===== src/rtl/arrow_lamp_shifter.sv =====
// arrow_lamp_shifter: serialises the parallel lamp vector into an external
// chain of 595-style shift/latch registers.
//   clk, rst_n       : system clock, asynchronous active-low reset
//   lamps            : parallel lamp vector from the decoder
//   start            : refresh request (queued as pending while busy)
//   auto_en          : refresh automatically when lamps differ from last frame
//   blank            : force the lamp bank dark through oe_n
//   sclk/sdata/latch : shift clock, serial data, storage latch strobe
//   oe_n             : chain output enable, active low (combinational)
//   busy/done        : frame in progress / one-cycle completion pulse
module arrow_lamp_shifter #(
    parameter int unsigned N_LAMPS   = 16,
    parameter int unsigned CLK_DIV   = 4,
    parameter bit          MSB_FIRST = 1'b1
) (
    input  logic               clk,
    input  logic               rst_n,
    input  logic [N_LAMPS-1:0] lamps,
    input  logic               start,
    input  logic               auto_en,
    input  logic               blank,
    output logic               sclk,
    output logic               sdata,
    output logic               latch,
    output logic               oe_n,
    output logic               busy,
    output logic               done
);

    localparam int unsigned DIV_W = (CLK_DIV > 1) ? $clog2(CLK_DIV) : 1;
    localparam int unsigned IDX_W = (N_LAMPS > 1) ? $clog2(N_LAMPS) : 1;

    localparam logic [1:0] S_IDLE  = 2'd0;
    localparam logic [1:0] S_SHIFT = 2'd1;
    localparam logic [1:0] S_LATCH = 2'd2;
    localparam logic [1:0] S_DONE  = 2'd3;

    localparam logic [DIV_W-1:0] DIV_LAST = DIV_W'(CLK_DIV - 1);
    localparam logic [IDX_W-1:0] IDX_LAST = IDX_W'(N_LAMPS - 1);

    logic [1:0]         state_q, state_d;
    logic [N_LAMPS-1:0] shadow_q, shadow_d;
    logic [N_LAMPS-1:0] last_sent_q, last_sent_d;
    logic               pending_q, pending_d;
    logic               sent_once_q, sent_once_d;
    logic [IDX_W-1:0]   idx_q, idx_d;
    logic [DIV_W-1:0]   div_q, div_d;
    logic               sclk_q, sclk_d;
    logic               sdata_q, sdata_d;
    logic               latch_q, latch_d;
    logic               busy_q, busy_d;
    logic               done_q, done_d;
    logic               go_c;

    // Map a shift-order index to the lamp bit position.
    function automatic logic [IDX_W-1:0] bit_pos(input logic [IDX_W-1:0] idx);
        return MSB_FIRST ? (IDX_LAST - idx) : idx;
    endfunction

    assign go_c = start | pending_q | (auto_en & (lamps != last_sent_q));

    // State and output registers.
    always_ff @(posedge clk or negedge rst_n) begin
        if (!rst_n) begin
            state_q     <= S_IDLE;
            shadow_q    <= '0;
            last_sent_q <= '0;
            pending_q   <= 1'b0;
            sent_once_q <= 1'b0;
            idx_q       <= '0;
            div_q       <= '0;
            sclk_q      <= 1'b0;
            sdata_q     <= 1'b0;
            latch_q     <= 1'b0;
            busy_q      <= 1'b0;
            done_q      <= 1'b0;
        end else begin
            state_q     <= state_d;
            shadow_q    <= shadow_d;
            last_sent_q <= last_sent_d;
            pending_q   <= pending_d;
            sent_once_q <= sent_once_d;
            idx_q       <= idx_d;
            div_q       <= div_d;
            sclk_q      <= sclk_d;
            sdata_q     <= sdata_d;
            latch_q     <= latch_d;
            busy_q      <= busy_d;
            done_q      <= done_d;
        end
    end

    // Next-state and next-output logic.
    always_comb begin
        state_d     = state_q;
        shadow_d    = shadow_q;
        last_sent_d = last_sent_q;
        pending_d   = pending_q;
        sent_once_d = sent_once_q;
        idx_d       = idx_q;
        div_d       = div_q;
        sclk_d      = sclk_q;
        sdata_d     = sdata_q;
        latch_d     = latch_q;
        busy_d      = busy_q;
        done_d      = 1'b0;

        case (state_q)
            S_IDLE: begin
                busy_d = 1'b0;
                if (go_c) begin
                    state_d     = S_SHIFT;
                    shadow_d    = lamps;
                    last_sent_d = lamps;
                    pending_d   = 1'b0;
                    idx_d       = '0;
                    div_d       = '0;
                    sclk_d      = 1'b0;
                    sdata_d     = lamps[bit_pos('0)];
                    busy_d      = 1'b1;
                end
            end
            S_SHIFT: begin
                if (start) pending_d = 1'b1;
                if (div_q == DIV_LAST) begin
                    div_d = '0;
                    if (!sclk_q) begin
                        sclk_d = 1'b1;
                    end else begin
                        // Falling edge ends a bit; new data only appears while sclk is low.
                        sclk_d = 1'b0;
                        if (idx_q == IDX_LAST) begin
                            state_d = S_LATCH;
                            latch_d = 1'b1;
                        end else begin
                            idx_d   = idx_q + IDX_W'(1);
                            sdata_d = shadow_q[bit_pos(idx_q + IDX_W'(1))];
                        end
                    end
                end else begin
                    div_d = div_q + DIV_W'(1);
                end
            end
            S_LATCH: begin
                if (start) pending_d = 1'b1;
                if (div_q == DIV_LAST) begin
                    div_d   = '0;
                    latch_d = 1'b0;
                    done_d  = 1'b1;
                    state_d = S_DONE;
                end else begin
                    div_d = div_q + DIV_W'(1);
                end
            end
            S_DONE: begin
                if (start) pending_d = 1'b1;
                sent_once_d = 1'b1;
                busy_d      = 1'b0;
                state_d     = S_IDLE;
            end
            default: begin
                state_d = S_IDLE;
            end
        endcase
    end

    assign sclk  = sclk_q;
    assign sdata = sdata_q;
    assign latch = latch_q;
    assign busy  = busy_q;
    assign done  = done_q;
    assign oe_n  = blank | ~sent_once_q;

endmodule


===== config.mk =====
export PLATFORM = sky130hd
export DESIGN_NAME = arrow_lamp_shifter
export DESIGN_NICKNAME = d
export VERILOG_FILES = /design/src/rtl/arrow_lamp_shifter.sv
export SDC_FILE = /design/constraint.sdc
export NUM_CORES = 1
export LEC_CHECK = 0
export BUFFER_PORTS_ARGS = -buffer_cell sky130_fd_sc_hd__buf_4
export CAP_MARGIN = 20
export CORE_ASPECT_RATIO = 0.8
export CORE_UTILIZATION = 51
export DETAILED_ROUTE_END_ITERATION = 8
export PLACE_DENSITY = 0.76
export SLEW_MARGIN = 15
export SYNTH_ARGS = -nofsm -noshare
export SYNTH_HDL_FRONTEND = slang
export SYNTH_SLANG_ARGS = --single-unit

===== constraint.sdc =====
create_clock -name clk -period 1.9 [get_ports clk]
set_input_delay 0.19 -clock clk [delete_from_list [all_inputs] [get_ports clk]]
set_output_delay 0.19 -clock clk [all_outputs]
set_load 0.02 [all_outputs]

# After elaboration in Yosys (flattened, before gate mapping)
# Index checks and enable logic that the tools add are counted.
# word_totals
inputBits	21
out_inout_bits	6
regBits	31
wordCells	83
# op_classes
mux	36
reduce_logical	14
n_eq_ne	13
n_addsub	3
bitwise	5
order_cmp	1
# op_table
cell	n
1-bit two-way mux	16
4-bit two-way mux	4
16-bit != test	1
5-bit AND reduction	3
2-bit two-way mux	7
2-bit != test (second input constant)	6
1-bit one-hot mux with 2 select lines	5
2-bit one-hot mux with 4 select lines	1
4-bit one-hot mux with 2 select lines	1
2-bit nonzero test	4
2-bit equality test (second input constant)	3
2-bit AND reduction	3
4-bit by 5-bit < comparator with 1-bit output (second input constant)	1
4-bit by 1-bit adder with 4-bit output (second input constant)	1
1-bit binary-select mux with 4-bit select	1
4-bit equality test (second input constant)	1
2-bit one-hot mux with 2 select lines	1
4-bit subtractor (first input constant)	1
1-bit OR	3
3-bit AND reduction	1
3-bit OR reduction	1
2-bit by 1-bit adder with 2-bit output (second input constant)	1
2-bit by 1-bit equality test with 1-bit output (second input constant)	1
2-bit zero test	1
other kinds (4)	4

# Logic depth before layout (Yosys ltp)
# Gate-level depths: netlist of run 1.
# logic_depth
depth_word	8
ltp_mapped	7
depth_no_buf	7

# Worst setup path after synthesis of run 1
# No wires, ideal clock.
# synth_timing
kind	flip-flop to flip-flop
from	register idx_q[1]
to	register sdata_q (netlist: sdata)
setup_time_ns	0.126
synth_period_minus_slack_ns	2.078
stages_incl_launch_ff	8
arrival_ns	1.953
path_slack_ns	-0.178
path_buffers	0
required_ns	1.774
path_cell_list	dfrtp_1 > ha_1 > xnor2_1 > mux4_2 > a31oi_1 > o221a_2 > nor3_1 > a221o_1
# synth_between
elab_chain_cells	8
elab_cells_between_ends	11
cone_classes	add/sub (2); eq/ne (2); mux (6); reduce/logical (1)
# synth_rtl
element	line_no	source
start: declaration	46	logic [IDX_W-1:0] idx_q, idx_d;
start signal: assignment	83	idx_q <= idx_d;
4-bit by 1-bit adder with 4-bit output	137	sdata_d = shadow_q[bit_pos(idx_q + IDX_W'(1))];
4-bit subtractor	57	return MSB_FIRST ? (IDX_LAST - idx) : idx;
1-bit binary-select mux with 4-bit select	137	
1-bit two-way mux (implied by the code)	137	
1-bit two-way mux	132	if (idx_q == IDX_LAST) begin
1-bit two-way mux	127	if (!sclk_q) begin
1-bit two-way mux	125	if (div_q == DIV_LAST) begin
1-bit one-hot mux with 2 select lines	108	case (state_q)
end signal: assignment	86	sdata_q <= sdata_d;
end: declaration	49	logic sdata_q, sdata_d;
# Parallel ways exist; a longest one is shown, timed or not. The select of a mux whose other input is x is not followed.
# A chain may end at the register's enable or synchronous reset.

# Final worst setup path of run 1
# layout_timing
from	register last_sent_q[4]
to	register sdata_q (netlist: sdata)
# layout_between
elab_chain_cells	6
elab_cells_between_ends	11
cone_classes	eq/ne (2); mux (6); bitwise (2); reduce/logical (1)
# layout_rtl
element	line_no	source
start: declaration	43	logic [N_LAMPS-1:0] last_sent_q, last_sent_d;
start signal: assignment	80	last_sent_q <= last_sent_d;
1-bit binary-select mux with 4-bit select	--	
1-bit two-way mux (4 in a row)	--	
1-bit one-hot mux with 2 select lines	--	
# Parallel ways exist; a longest one is shown, timed or not. The select of a mux whose other input is x is not followed.

==> impl_metrics.csv, run 1 <==
group,metric,value,unit
outcome,outcome,"finished, violations left",
outcome,violations,"setup timing",
synth,synth-edff-count,0,
synth,post_synth_num_cell_types,39,
critical_path,crit_family,"compound AO/OA/AOI/OAI gates",
power_and_ir_drop,power_frac_clock,14.4,%
critical_path,slowest_stage,"o41a_1",
timing,worst_slew_pin_slew,0.3945,ns
synth,seq_area_frac_synth,43.88,%
power_and_ir_drop,pwr-share-comb,55.3,%
clock_tree,cts.sinks,31,
final_layout,nets,247,
global_routing,grt_pass1_wl,6810,µm
timing,period_minus_slack,2.060,ns
timing,setup-tns-final,-3.274,ns
global_routing,grt_max_degree,32,
synth,synth_top_area_cell,"dfrtp_1",
synth,ys_ff_latch,31,
critical_path,worstPathArrival,2.22,ns
floorplan,die_y,54.66,µm
timing,fmax,0.4854,GHz
power_and_ir_drop,seq_power_share,30.3,%
drt,drt_wl_total,4299,µm
power_and_ir_drop,powerDensity,1605,nW/µm²
placement,dp_hpwl,2979,µm
critical_path,end_kind,"flip-flop",
drt,post_drt_wl_per_cell,16.53,µm
final_layout,final_cells,260,
critical_path,required,2.06,ns
run,drv_cap,0,
power_and_ir_drop,p_leak,1.106,nW
global_routing,antenna_found_initial,0,
critical_path,critPathBufInv,1,
floorplan,start_util,55.28,%
synth,synth_area,1768,µm²
floorplan,core-area,3198,µm²
synth,syn_nets,181,
critical_path,path_class,"flip-flop to flip-flop",
critical_path,critPathLaunchType,"flip-flop",
final_layout,regArea,775.7,µm²
synth,synth_cells,153,
timing,setup_violations,27,
floorplan,io-pin-count,27,
power_and_ir_drop,p_sw,1.438,mW
final_layout,drive_above_1_share,41.36,%
final_layout,syn_to_final_growth,39.14,%
clock_tree,cts.reportedPaths.clkPinSlew,0.06,ns
drt,drt_iter0_markers,69,
floorplan,rows,18,
clock_tree,cts_buffer_depth,2,
placement,portBuffers,26,
clock_tree,cts_tree,"done",
floorplan,dieArea,3707,µm²
timing,relSlewSlack,73.70,%
drt,vias_per_cell,5.685,
critical_path,crit_chain,"xnor2_1, nand4_1, o41a_1, buf_6, nor2_4, nor3_1, a221o_1",
timing,rsz0062_at_grt,"yes",
worst_hold_path,hold_class,"input pin to flip-flop",
timing,fin_ws,-0.1601,ns
final_layout,diodes,0,
final_layout,multi_input_area,1020,µm²
synth,synthArstFlopShare,100.0,%
clock_tree,clock_latency,0.28,ns
power_and_ir_drop,internal_power,2.509,mW
synth,syn_area_per_cell,11.56,µm²
global_routing,grt_pass1_vias,1423,
power_and_ir_drop,swShare,36.44,%
timing,hold_violations,0,
synth,ys.flop_type,"dfrtp_1",
synth,synth.area.top_cells,"dfrtp_1, xnor2_1, mux2_1",
timing,drv_slew,0,
placement,gp_congestion,0.8231,
final_layout,fin_util,76.92,%
drt,firstDrtPassIters,4,
critical_path,critPathMaxFanout,6,
timing,finalCritPeriodShare,108.4,%
drt,dr_total_vias,1478,
drt,antenna_left,0,
clock_tree,cts_root_buf,"clkbuf_8",
synth,synth_top_area_share,43.88,%
global_routing,grtUsageTotal,26.32,%
final_layout,num-fill-cells,206,
clock_tree,htreeDepth,2,
floorplan,die_w,67.83,µm
placement,dpl.cell_count,244,
clock_tree,cts_made_buffers,5,
power_and_ir_drop,fin_total_pwr,3.947,mW
synth,synth_warnings,0,
timing,hold_slack,0.1395,ns
drt,route.detailed.drc,0,
critical_path,cpPeakStageDelay,0.53,ns
timing,skew,0.005764,ns
power_and_ir_drop,peakVddDrop,1.002,mV
global_routing,grt_overflow,0,
==> cell usage in the layout (no fill, tap or decap), drive strengths merged, types with 5 or more instances in the layout <==
cell type	netlist	routed
o21ai	9	9
xnor2	17	17
dfrtp	31	31
buf	3	62
a22o	5	5
ha	7	7
mux2	17	17
nand2	7	7
nor2	10	10
nand4	5	5
clkbuf	1	8
==> sequential cells by signal, summed over array words and instances (netlist names), 2 cells and up <==
signal	cells
last_sent_q	16
idx_q	4
div_q	2
state_q	2
==> cells by family after synthesis <==
family / after synthesis / synth area share (%)
and+or+nand+nor: 35 / 10.05
AOI/OAI and AO/OA: 31 / 12.95
DFF: 31 / 43.88
muxes: 23 / 17.06
xor gates and xnor gates: 18 / 8.917
buffers and inverters: 8 / 2.193
adders and majority gates: 7 / 4.954
==> metrics by stage <==
step                      worst slack [ns]  cell area, µm²
after global routing               -0.2270            2460
after floorplan                   -0.08281            1775
after global placement             -0.1025            2227
after detailed placement           -0.2055            2227
final                              -0.1601            2460
after CTS                          -0.1540            2434
==> power by group through the flow <==
stage               logic [mW]  clock network, mW  registers (mW)
global placement          1.95                  0            1.16
CTS                       2.11              0.579            1.19
global route              2.36              0.602            1.23
finish                    2.18              0.570            1.20
detailed placement        2.02                  0            1.19
floorplan                 1.20                  0            1.21
==> path summary, 6_finish.rpt <==
path,start,to,slack (ns),cells past startpoint
worst max-delay path,last_sent_q[4],sdata,-0.16,7
worst min register to register,sent_once_q,sent_once_q,0.49,1
worst max register to register,last_sent_q[4],sdata,-0.16,7
min in group asynchronous,rst_n,last_sent_q[3],0.38,2
max in group asynchronous,rst_n,last_sent_q[5],1.23,2
worst min-delay path,lamps[10],last_sent_q[10],0.14,2
==> area by class of cell <==
cell class / count / share of cell area, %
Clock buffer: 8 / 4.069
Inverter: 4 / 0.6104
Multi-Input combinational cell: 114 / 41.45
Sequential cell: 31 / 31.54
Tap cell: 40 / 2.035
Timing Repair Buffer: 63 / 20.30
==> cell usage after synthesis, types with 2 or more instances <==
library cell and number:
nand4_1 5, o22ai_1 2, nor2_1 9, mux2_2 7
nand3_1 4, ha_1 7, nor3_1 2, a21oi_1 3
inv_1 4, o31ai_1 2, nand2_1 7, dfrtp_1 31
a22o_1 5, mux2_1 10, o21ai_0 8, mux4_2 4
a21boi_0 2, mux2i_1 2, xnor2_1 17, nand2b_1 3
==> layer usage <==
metal / vias up / global-route usage [%] / routed length, µm
li1: 691 / - / -
met1: 738 / 34.12 / 1908
met2: 45 / 44.22 / 2145
met3: 4 / 5.833 / 203
met4: 0 / 7.986 / 41
met5: - / 0 / 0
==> what timing repair did <==
item	in CTS	in global routing
pin swaps	5	2
setup buffers	5	2
hold buffers	1	0
endpoints found under the setup margin	27	27
hold endpoints to repair	31	0
resized for setup	12	5
(Power assumes the default switching activity.)
==> inputs of run 2 (changes only) <==
--- a/config.mk
+++ b/config.mk
@@ -7,7 +7,7 @@
 export LEC_CHECK = 0
 export BUFFER_PORTS_ARGS = -buffer_cell sky130_fd_sc_hd__buf_4
 export CAP_MARGIN = 20
-export CORE_ASPECT_RATIO = 0.8
+export CORE_ASPECT_RATIO = 0.6
 export CORE_UTILIZATION = 51
 export DETAILED_ROUTE_END_ITERATION = 8
 export PLACE_DENSITY = 0.76
==> run 2 against run 1 <==
The flow still finishes with violations (setup timing). Cell area is 1.5% higher. Hold slack better by 0.015 ns. Sequential cell count stayed put. Critical path type unchanged. Largest cell class unchanged. Critical endpoint unchanged. Global-route usage is 3.2 points higher.
==> impl_metrics.csv, run 2 (same netlist as run 1, synthesis figures left out) <==
group,metric,value,unit
critical_path,path_class,"flip-flop to flip-flop",
final_layout,syn_to_final_growth,41.26,%
global_routing,grt_pass1_wl,7707,µm
drt,antenna_left,0,
final_layout,multi_input_area,1084,µm²
clock_tree,cts_tree,"done",
worst_hold_path,hold_class,"input pin to flip-flop",
timing,fmax,0.4670,GHz
timing,drv_slew,0,
critical_path,reg2reg_to,"sdata",
timing,setup_violations,27,
worst_hold_path,min_from,"lamps[7]",
final_layout,reg_top3,"last_sent_q (16), idx_q (4)",
critical_path,required,2.08,ns
drt,firstDrtPassIters,4,
power_and_ir_drop,p_leak,1.165,nW
global_routing,grt_max_degree,32,
worst_hold_path,holdPathStages,2,
clock_tree,cts_made_buffers,5,
floorplan,die_y,47.61,µm
critical_path,worstPathArrival,2.32,ns
timing,hold_violations,0,
critical_path,critPathMaxFanout,7,
critical_path,critPathLaunchType,"flip-flop",
floorplan,dieArea,3714,µm²
timing,relSlewSlack,73.50,%
floorplan,die_w,78.01,µm
final_layout,final_common_cell,"buf_4",
final_layout,diodes,0,
placement,dp_hpwl,3191,µm
floorplan,core-area,3283,µm²
clock_tree,cts.reportedPaths.clkPinSlew,0.07,ns
global_routing,grt_overflow,0,
final_layout,regArea,775.7,µm²
final_layout,drive_above_1_share,46.79,%
timing,skew,0.01557,ns
timing,fin_ws,-0.2414,ns
final_layout,num-fill-cells,213,
timing,finalCritPeriodShare,112.7,%
final_layout,final_cell_mix,"buf_4, dfrtp_1, mux2_4",
clock_tree,clock_latency,0.29,ns
final_layout,nets,247,
clock_tree,htreeDepth,2,
drt,post_drt_wl_per_cell,19.32,µm
floorplan,rows,16,
placement,post-place-ws,-0.2735,ns
clock_tree,cts_root_buf,"clkbuf_8",
worst_hold_path,hold_end,"last_sent_q[7]",
timing,setup-tns-final,-5.316,ns
placement,gp_congestion,0.8484,
timing,rsz0062_at_grt,"yes",
clock_tree,cts.sinks,31,
drt,drt_wl_total,5081,µm
power_and_ir_drop,peakVddDrop,1.019,mV
power_and_ir_drop,powerDensity,1685,nW/µm²
critical_path,reg2regPathDepth,7,
drt,dr_total_vias,1557,
final_layout,fin_area,2497,µm²
global_routing,grtUsageTotal,29.56,%
timing,period_minus_slack,2.141,ns
critical_path,end_kind,"flip-flop",
global_routing,antenna_found_initial,0,
drt,vias_per_cell,5.920,
final_layout,largest-register,"last_sent_q",
critical_path,rrSetupSlack,-0.24,ns
outcome,outcome,"finished, violations left",
critical_path,r2r_start,"last_sent_q[15]",
final_layout,largest_register_ffs,16,
drt,route.detailed.drc,0,
placement,dpl_cell_area,2241,µm²
final_layout,fin_util,76.07,%
outcome,violations,"setup timing",
floorplan,start_util,53.85,%
floorplan,io-pin-count,27,
drt,drt_iter0_markers,131,
timing,worst_slew_pin_slew,0.3975,ns
placement,portBuffers,26,
power_and_ir_drop,fin_total_pwr,4.207,mW
run,drv_cap,0,
clock_tree,cts_buffer_depth,2,
global_routing,grt_pass1_vias,1544,
run 2: cell count changes in the layout (fill, tap and decap cells not counted), sizes merged:
cell    change
clkbuf      -2
run 2: stage by stage:
step / instances / hold slack (ns)
after floorplan: 153 / -0.1056
after global placement: 250 / 0.1438
after detailed placement: 250 / 0.1474
after CTS: 264 / 0.1541
after global routing: 263 / 0.1567
final: 263 / 0.1549
run 2: worst max path at each step:
stage | start | endpoint | slack (ns) | cells past startpoint
floorplan | last_sent_q[11] | last_sent_q[0] | -0.08 | 6
global placement | idx_q[0] | sdata | -0.20 | 7
detailed placement | last_sent_q[11] | last_sent_q[1] | -0.27 | 6
CTS | last_sent_q[15] | last_sent_q[8] | -0.18 | 7
global route | last_sent_q[15] | sdata | -0.30 | 7
finish | last_sent_q[15] | sdata | -0.24 | 7
run 2: area by class of cell:
cell class / instances / area share (%)
Clock buffer: 6 / 2.906
Inverter: 4 / 0.6012
Multi-Input combinational cell: 114 / 43.39
Timing Repair Buffer: 63 / 19.79
Sequential cell: 31 / 31.06
Tap cell: 45 / 2.255
run 2: layer usage:
| metal | GRT usage, % | vias up | wire (µm) |
|---|---|---|---|
| met2 | 49.20 | 68 | 2513 |
| met5 | 0 | - | 0 |
| met3 | 6.095 | 15 | 333 |
| li1 | - | 689 | - |
| met4 | 14.81 | 0 | 108 |
| met1 | 38.67 | 785 | 2126 |
run 2: repair_timing:
item | CTS | global route
buffers inserted | 6 | 2
gates cloned | 1 | 0
setup endpoints to repair | 27 | 27
resized for setup | 27 | 9
hold endpoints to repair | 31 | 0
pin swaps | 7 | 7
hold buffers | 1 | 0
run 2: power by group:
group	internal [mW]	switching (mW)	leakage, nW
Sequential	0.960	0.255	0.374
Combinational	1.40	1.11	0.754
Clock	0.244	0.237	0.0371
run 2: worst max-delay path, stage by stage (launching register included):
cell     delay [ns]
dfrtp_1        0.42
xnor2_2        0.22
nand4_1        0.13
o41a_1         0.53
buf_4          0.18
nor2_4         0.18
nor3_1         0.09
a221o_1        0.29
==> inputs of run 3 (changes only) <==
--- a/config.mk
+++ b/config.mk
@@ -5,12 +5,14 @@
 export SDC_FILE = /design/constraint.sdc
 export NUM_CORES = 1
 export LEC_CHECK = 0
+export ABC_AREA = 1
 export BUFFER_PORTS_ARGS = -buffer_cell sky130_fd_sc_hd__buf_4
 export CAP_MARGIN = 20
 export CORE_ASPECT_RATIO = 0.6
 export CORE_UTILIZATION = 51
 export DETAILED_ROUTE_END_ITERATION = 8
-export PLACE_DENSITY = 0.76
+export PLACE_DENSITY = 0.75
+export REMOVE_ABC_BUFFERS = 1
 export SLEW_MARGIN = 15
 export SYNTH_ARGS = -nofsm -noshare
 export SYNTH_HDL_FRONTEND = slang
==> run 3 against run 2 <==
Area after synthesis increased by 10%. Synthesized cell count increased by 84%. Highest routed layer unchanged. The run now ends clean. First-iteration DRC count decreased by 44%.
==> impl_metrics.csv, run 3 <==
group,metric,value,unit
final_layout,fin_util,66.13,%
power_and_ir_drop,fin_total_pwr,3.531,mW
final_layout,diodes,0,
power_and_ir_drop,peakVddDrop,0.8301,mV
clock_tree,cts.sinks,31,
synth,synth_cells,282,
critical_path,timing.critical_path.from,"state_q[1]",
timing,worst_slew_pin_slew,0.4049,ns
drt,antenna_left,0,
power_and_ir_drop,p_leak,1.301,nW
synth,synth.area.top_cells,"dfrtp_1, nand2_1, inv_1",
synth,yosys.cell_count.top_type,"nand2_1",
global_routing,grt_pass1_wl,7051,µm
global_routing,grt_max_degree,33,
timing,rsz0062_at_grt,"no",
global_routing,grt_overflow,0,
synth,synthArstFlopShare,100.0,%
timing,setup_violations,0,
drt,route.detailed.drc,0,
final_layout,syn_to_final_growth,16.89,%
critical_path,critPathMaxFanout,8,
synth,synth_top_area_cell,"dfrtp_1",
drt,vias_per_cell,4.880,
global_routing,grt_pass1_vias,1581,
drt,firstDrtPassIters,4,
final_layout,largest_register_ffs,16,
placement,gp_congestion,0.8438,
critical_path,cpPeakStageDelay,0.42,ns
synth,synth_common_cells,"nand2_1, inv_1, dfrtp_1, nand3_1, nor2_1",
synth,synth_top_area_share,39.82,%
worst_hold_path,holdPathStages,3,
worst_hold_path,min_from,"lamps[0]",
final_layout,nets,341,
clock_tree,cts_made_buffers,5,
timing,finalCritPeriodShare,89.17,%
critical_path,crit_chain,"inv_1, ha_2, inv_1, nor2_1, inv_1, nand3_1, o21ai_0, nand2_1, nand2_1, o21ai_0",
clock_tree,post_cts_buffers,0,
synth,syn_area_per_cell,6.908,µm²
critical_path,critPathLaunchType,"flip-flop",
synth,synth_area,1948,µm²
timing,relSlewSlack,73.01,%
global_routing,antenna_found_initial,0,
synth,ys.flop_type,"dfrtp_1",
outcome,outcome,"finished clean",
final_layout,drive_above_1_share,15.29,%
synth,post_synth_num_cell_types,21,
worst_hold_path,hold_class,"input pin to flip-flop",
placement,portBuffers,26,
critical_path,required,2.10,ns
floorplan,io-pin-count,27,
clock_tree,cts.reportedPaths.clkPinSlew,0.07,ns
critical_path,worst_path_most_repeated_cell,"inv_1",
placement,dp_hpwl,3092,µm
critical_path,r2r_start,"state_q[1]",
timing,skew,0.006506,ns
timing,hold_violations,0,
critical_path,crit_family,"simple AND/OR/NAND/NOR gates",
timing,fmax,0.5903,GHz
clock_tree,cts_buffer_depth,2,
critical_path,path_class,"flip-flop to flip-flop",
synth,synth-edff-count,0,
synth,ys_ff_latch,31,
critical_path,rrSetupSlack,0.21,ns
floorplan,dieArea,4079,µm²
run,drv_cap,0,
critical_path,slowest_stage,"dfrtp_1",
critical_path,end_kind,"flip-flop",
critical_path,reg2reg_to,"state_q[1]",
global_routing,grtUsageTotal,23.20,%
critical_path,worstPathArrival,1.89,ns
critical_path,critPathBufInv,3,
drt,dr_total_vias,1752,
clock_tree,cts_root_buf,"clkbuf_8",
clock_tree,clock_latency,0.28,ns
floorplan,start_util,56.58,%
clock_tree,cts_tree,"done",
floorplan,die_y,49.88,µm
timing,drv_slew,0,
drt,drt_iter0_markers,73,
timing,setup-tns-final,0,ns
floorplan,core-area,3443,µm²
placement,post-place-ws,0.2049,ns
timing,fin_ws,0.2059,ns
floorplan,die_w,81.79,µm
floorplan,rows,16,
final_layout,final_common_cell,"nand2_1",
synth,seq_area_frac_synth,39.82,%
synth,synth_warnings,0,
drt,post_drt_wl_per_cell,11.50,µm
final_layout,largest-register,"last_sent_q",
power_and_ir_drop,powerDensity,1551,nW/µm²
final_layout,final_cell_mix,"nand2_1, inv_1, dfrtp_1",
clock_tree,htreeDepth,2,
worst_hold_path,hold_end,"last_sent_q[0]",
critical_path,reg2regPathDepth,10,
drt,drt_wl_total,4127,µm
timing,period_minus_slack,1.694,ns
final_layout,reg_top3,"last_sent_q (16), idx_q (4)",
## run 3: changes by cell type in the layout (fill, tap and decap cells not counted), moves of 4 or more
cell | previous run | this run
o21ai_2 | 2 | 6
buf_4 | 59 | 28
mux2_4 | 16 | 0
nand2_1 | 7 | 117
a22o_1 | 5 | 0
nor2_1 | 8 | 20
xnor2_1 | 13 | 2
o21ai_1 | 1 | 5
nand3_1 | 4 | 20
mux4_2 | 4 | 0
o21ai_0 | 5 | 10
inv_1 | 4 | 43
## run 3: worst reg2reg max path, delay by kind of cell (launching register included)
kind,cells,cell delay (ns)
fa+ha+maj,1,0.24
simple gates,4,0.45
compound gates,2,0.16
flops,1,0.42
buf+inv,3,0.35
## run 3: area by class of cell
type                            count  area, µm²
Fill cell                         309       1166
Timing Repair Buffer               29      220.2
Inverter                           43      161.4
Tap cell                           45      56.30
Multi-Input combinational cell    203      963.4
Clock buffer                        8      100.1
Sequential cell                    31      775.7
## run 3: worst max path at each step
stage	slack [ns]	cells past startpoint	end
after global placement	0.23	9	state_q[1]
after floorplan	0.33	8	sdata
after detailed placement	0.20	10	state_q[1]
after CTS	0.15	10	state_q[1]
final	0.21	10	state_q[1]
after global routing	0.01	10	state_q[1]
## run 3: power by group
group          internal, mW  total [mW]  switching (mW)
sequential            0.953        1.16           0.208
combinational         0.660        1.80            1.14
clock                 0.330       0.567           0.237
total                  1.94        3.53            1.59
## run 3: cell families after synthesis
kind of cell               share of synthesized area [%]
AOI/OAI and AO/OA                                  7.257
xor gates and xnor gates                           1.799
adders and majority gates                          4.496
buffers and inverters                              10.85
DFF                                                39.82
and+or+nand+nor                                    35.77
## run 3: repair_timing
action,in CTS,in global routing
resized for setup,0,1
endpoints found under the setup margin,0,2
endpoints found under the hold margin,31,0
hold buffers,1,0
## run 3: through the flow
step	cells	hold slack, ns	instance area (µm²)
finish	359	0.1844	2277
global route	359	0.1888	2277
CTS	359	0.1815	2275
detailed placement	350	0.1491	2165
global placement	350	0.1481	2165
floorplan	277	-0.1056	1898
## run 3: per-layer routing
layer | vias up | wire length (µm) | global-route usage [%]
met2 | 53 | 1639 | 31.68
met3 | 5 | 302 | 7.407
met4 | 0 | 32 | 6.140
met5 | - | 0 | 0
met1 | 769 | 2153 | 34.70
li1 | 925 | - | -
